<file path="src/rtl/zacore_mem_arbiter_pkg.sv">
// Shared types for the zacore memory-port arbiter.
// FSM states, latched request bundle and requester ids.
package zacore_common;

  typedef enum logic [1:0] {
    IDLE,
    FETCH_BUSY,
    DATA_BUSY
  } mem_arb_state_t;

  typedef struct packed {
    logic        we;
    logic [31:0] addr;
    logic [31:0] wdata;
    logic [3:0]  be;
  } mem_req_t;

  typedef enum logic {
    REQ_FETCH,
    REQ_DATA
  } requester_t;

endpackage

</file>
<file path="src/rtl/zacore_mem_arbiter.sv">
// Fetch/LSU arbiter for the single memory port.
// Build option ZACORE_MEM_ARB_ROUND_ROBIN_EN selects round-robin arbitration.
module zacore_mem_arbiter
  import zacore_common::*;
#(
  parameter int MAX_DATA_BURST = 4
) (
  input  logic        i_clk,
  input  logic        i_rst,
  input  logic        i_fetch_req,
  input  logic [31:0] i_fetch_addr,
  output logic        o_fetch_ack,
  output logic [31:0] o_inst_read,
  input  logic        i_data_req,
  input  logic        i_data_we,
  input  logic [31:0] i_data_addr,
  input  logic [31:0] i_data_wdata,
  input  logic [3:0]  i_data_be,
  output logic        o_data_ack,
  output logic [31:0] o_data_rdata,
  output logic        o_mem_req,
  output logic        o_mem_we,
  output logic [31:0] o_mem_addr,
  output logic [31:0] o_mem_wdata,
  output logic [3:0]  o_mem_be,
  input  logic        i_mem_ack,
  input  logic [31:0] i_mem_rdata
);

  mem_arb_state_t state;
  mem_req_t       req_q;
  logic           abort;
  logic           any_req;
  logic           pick_data;
  logic           owner_req;

  assign any_req = i_fetch_req | i_data_req;

`ifdef ZACORE_MEM_ARB_ROUND_ROBIN_EN
  requester_t rr_ptr;

  // On contention, the requester the pointer names wins
  always_comb begin
    pick_data = i_data_req & (~i_fetch_req | (rr_ptr == REQ_DATA));
  end

  // Pointer flips to the other requester after every grant
  always_ff @(posedge i_clk) begin
    if (i_rst) begin
      rr_ptr <= REQ_DATA;
    end else if (state == IDLE && any_req) begin
      rr_ptr <= pick_data ? REQ_FETCH : REQ_DATA;
    end
  end
`else
  localparam int CW = $clog2(MAX_DATA_BURST + 1);
  localparam logic [CW-1:0] BURST_MAX = CW'(MAX_DATA_BURST);

  logic [CW-1:0] burst;

  // Data wins contention until fetch has waited a full burst
  always_comb begin
    pick_data = i_data_req & (~i_fetch_req | (burst != BURST_MAX));
  end

  // Count data grants that overtook a waiting fetch
  always_ff @(posedge i_clk) begin
    if (i_rst) begin
      burst <= '0;
    end else if (state == IDLE) begin
      if (!i_fetch_req || !pick_data) begin
        burst <= '0;
      end else if (burst != BURST_MAX) begin
        burst <= burst + 1'b1;
      end
    end
  end
`endif

  // Request line of whoever currently owns the port
  always_comb begin
    owner_req = (state == DATA_BUSY) ? i_data_req : i_fetch_req;
  end

  assign o_mem_we    = req_q.we;
  assign o_mem_addr  = req_q.addr;
  assign o_mem_wdata = req_q.wdata;
  assign o_mem_be    = req_q.be;

  assign o_inst_read  = i_mem_rdata;
  assign o_data_rdata = i_mem_rdata;

  assign o_fetch_ack = i_mem_ack & (state == FETCH_BUSY)
                     & i_fetch_req & ~abort;
  assign o_data_ack  = i_mem_ack & (state == DATA_BUSY)
                     & i_data_req & ~abort;

  // Grant, latch the winner's fields, hold the port until memory acks
  always_ff @(posedge i_clk) begin
    if (i_rst) begin
      state     <= IDLE;
      o_mem_req <= 1'b0;
      req_q     <= '0;
      abort     <= 1'b0;
    end else begin
      unique case (state)
        IDLE: begin
          abort <= 1'b0;
          if (any_req) begin
            o_mem_req <= 1'b1;
            if (pick_data) begin
              state <= DATA_BUSY;
              req_q <= '{we: i_data_we, addr: i_data_addr,
                         wdata: i_data_wdata, be: i_data_be};
            end else begin
              state <= FETCH_BUSY;
              req_q <= '{we: 1'b0, addr: i_fetch_addr,
                         wdata: 32'h0, be: 4'hF};
            end
          end
        end
        FETCH_BUSY, DATA_BUSY: begin
          if (i_mem_ack) begin
            state     <= IDLE;
            o_mem_req <= 1'b0;
          end else if (!owner_req) begin
            abort <= 1'b1;
          end
        end
        default: begin
          state     <= IDLE;
          o_mem_req <= 1'b0;
        end
      endcase
    end
  end

endmodule

</file>
<file path="config.mk">
export PLATFORM = sky130hd
export DESIGN_NAME = zacore_mem_arbiter
export DESIGN_NICKNAME = d
export VERILOG_FILES = /design/src/rtl/zacore_mem_arbiter_pkg.sv /design/src/rtl/zacore_mem_arbiter.sv
export SDC_FILE = /design/constraint.sdc
export NUM_CORES = 1
export LEC_CHECK = 0
export BUFFER_PORTS_ARGS = -buffer_cell sky130_fd_sc_hd__buf_2
export CAP_MARGIN = 15
export CORE_AREA = 5 5 103 105
export DETAILED_ROUTE_END_ITERATION = 7
export DIE_AREA = 0 0 108 110
export PLACE_DENSITY = 0.85
export SKIP_LAST_GASP = 1
export SYNTH_ARGS = -nofsm -noshare
export SYNTH_HDL_FRONTEND = slang
export SYNTH_SLANG_ARGS = --single-unit
</file>
<file path="constraint.sdc">
create_clock -name i_clk -period 2.7 [get_ports i_clk]
set_clock_uncertainty 0.15 [all_clocks]
set_input_delay 0.54 -clock i_clk [delete_from_list [all_inputs] [get_ports i_clk]]
set_output_delay 0.54 -clock i_clk [all_outputs]
set_load 0.03 [all_outputs]
</file>
==> impl_metrics.ini <==
[worst_setup_path]
setup.worst_path.start = state[0]$_SDFFE_PP0P_
path_class = flip-flop to primary output
crit_required_ps = 2010
reg2reg_from = state[0]$_SDFFE_PP0P_
worst_ep_arrival_time_ps = 1530
endpoint_kind = primary output
critical_path_peak_fanout = 3
startpoint_type = flip-flop
rrSetupSlack_ps = 650

[synthesis]
synth.cell_area_mm2 = 0.003836
async_reset_ff_share_pct = 0
synth.avg_cell_area_um2 = 8.145
synth-seq-area-share_pct = 39.66
ys_dominant_reg_cell = dfxtp_1
netlist_instances = 471
ys_ff_latch = 76
synthDistinctLibCells = 32
yosys_warnings = 0
synth_edf_count = 0
syn_nets = 614

[placement]
io_buffers = 177
hpwl_um = 8001
dpl-instance-area_mm2 = 0.004258
finalWeightedCongestion = 0.7375

[floorplanning]
core_area_mm2 = 0.009549
pin_count = 274
initial_core_util_pct = 40.17
die_area_mm2 = 0.01188
die_y_um = 110
fp.dieW_um = 108
rows = 36

[drt]
drt-vias-per-instance = 5.420
drc = 0
wl_per_cell_um = 16.37
firstDrtPassIters = 4
via_count = 3778
ant_nets = 0
wl_um = 11410
drtIter0Drc = 250

[grt]
track_usage_pct = 18.32
grt_max_degree = 77
grt-ovfl-total = 0
grt_pass1_vias = 3649
antenna_found_initial = 0
grt_pass1_wl_um = 17390

[timing]
hold_viol = 0
fin_setup_tns_ps = 0
rsz0062_at_grt = false
drv_slew = 0
setup_viol = 0
fin_crit_sh_pct = 82.39
slew_headroom_pct = 59.07
tightest_slew_ps = 613.9
min_period_ps = 2225
fmax_mhz = 449.5

[cts]
cts_hold_buf = 0
cts_sinks = 76
cts_buffers = 9
cts_buffer_depth = 2
clock_latency_ps = 340
cts_resized = 0
clk_pin_slew_ps = 90
cts_tree = built
cts_setup_buffers = 0
clock-root-buffer = clkbuf_8
h-tree-depth = 3

[outcome]
outcome = completed

[flow_run]
drv_cap = 0

[finish]
drive_gt1_share_pct = 36.88
multi_input_area_mm2 = 0.001567
fill_cells = 987
nNetsFinal = 702
mostFrequentLayoutCells = 177 x buf_2, 76 x dfxtp_1, 38 x a21oi_1, 38 x nor2_1, 37 x o21ai_0
final_area_mm2 = 0.004468
mostFrequentLayoutCell = buf_2
area_growth_pct = 16.47
antennaDiodeCount = 0
seqCellArea_mm2 = 0.001521

[pwr]
leakagePower_nw = 2.001
totalPowerFinal_w = 0.003040
ir_worst_vdd_mv = 0.2932
powerDensity_mw_per_mm2 = 680.4

[hold_path]
hold_start = i_fetch_addr[21]
min_path_type = input pin to flip-flop
synth_stat cells, drive strengths merged (3+ instances only):
cell     n  area (um^2)
nor4     4        25.02
nor2    38        142.6
a21oi   38        190.2
inv      6        22.52
ha       5        62.56
nand2   35        131.4
o21ai   38        193.9
a211oi  32        245.2
nand4   35        219.0
nor3     4        20.02
a31oi   32        200.2
nand3    3        15.01
dfxtp   76         1521
clkbuf  15        56.30
buf     96        681.9
logic make-up after synthesis:
family | synth area share, %
AO/OA/AOI/OAI | 22.50
AND/OR/NAND/NOR | 16.37
buffers and inverters | 19.83
flip-flops | 39.66
adder cells (fa/ha/maj) | 1.631
where the power goes:
group          internal [W]  leakage [nW]  switching [W]
combinational      0.000273          1.27       0.000558
clock              0.000480         0.102       0.000436
sequential          0.00124         0.627      0.0000580
stage by stage:
stage	hold slack [ps]	cells	setup slack, ps	utilization (%)
2_1_floorplan	312.9	471	331.3	-
3_3_place_gp	291.0	681	608.7	44.59
3_5_place_dp	293.2	681	616.7	44.59
4_1_cts	276.2	697	401.0	46.79
5_1_grt	292.4	697	306.1	46.79
6_report	297.4	697	475.4	46.79
metal layers:
metal	track usage, %	wire length, um
met1	20.93	4454
met2	31.53	5634
met3	5.475	1061
met4	8.566	258
met5	0	0
worst max-delay path: stages, from the launching register on:
cell,delay (ps)
dfxtp_1,330
inv_1,80
ha_1,150
nand2_1,60
nor3b_1,300
buf_2,260
worst paths after layout:
kind,cells past startpoint,end
setup / recovery,5,o_data_ack
hold / removal,3,o_mem_addr[21]$_SDFFE_PP0P_
setup reg to reg,6,state[1]$_SDFFE_PP0P_
hold reg to reg,2,o_mem_we$_SDFFE_PP0P_
final cells by class:
class	count	share of cell area, %
multi-input combinational	278	35.06
inverter	6	0.5041
timing repair buffer	188	21.95
clock buffer	11	3.388
clock inverter	5	1.316
sequential	76	34.05
tap	133	3.724
sequential cells by signal (all words and copies together) (netlist names):
| name | cells |
|---|---|
| burst | 3 |
| o_mem_we | 1 |
| o_mem_be | 4 |
| state | 2 |
| o_mem_wdata | 32 |
| o_mem_addr | 32 |
| abort | 1 |
| o_mem_req | 1 |
Note: power is estimated with default switching activity, not from simulation.
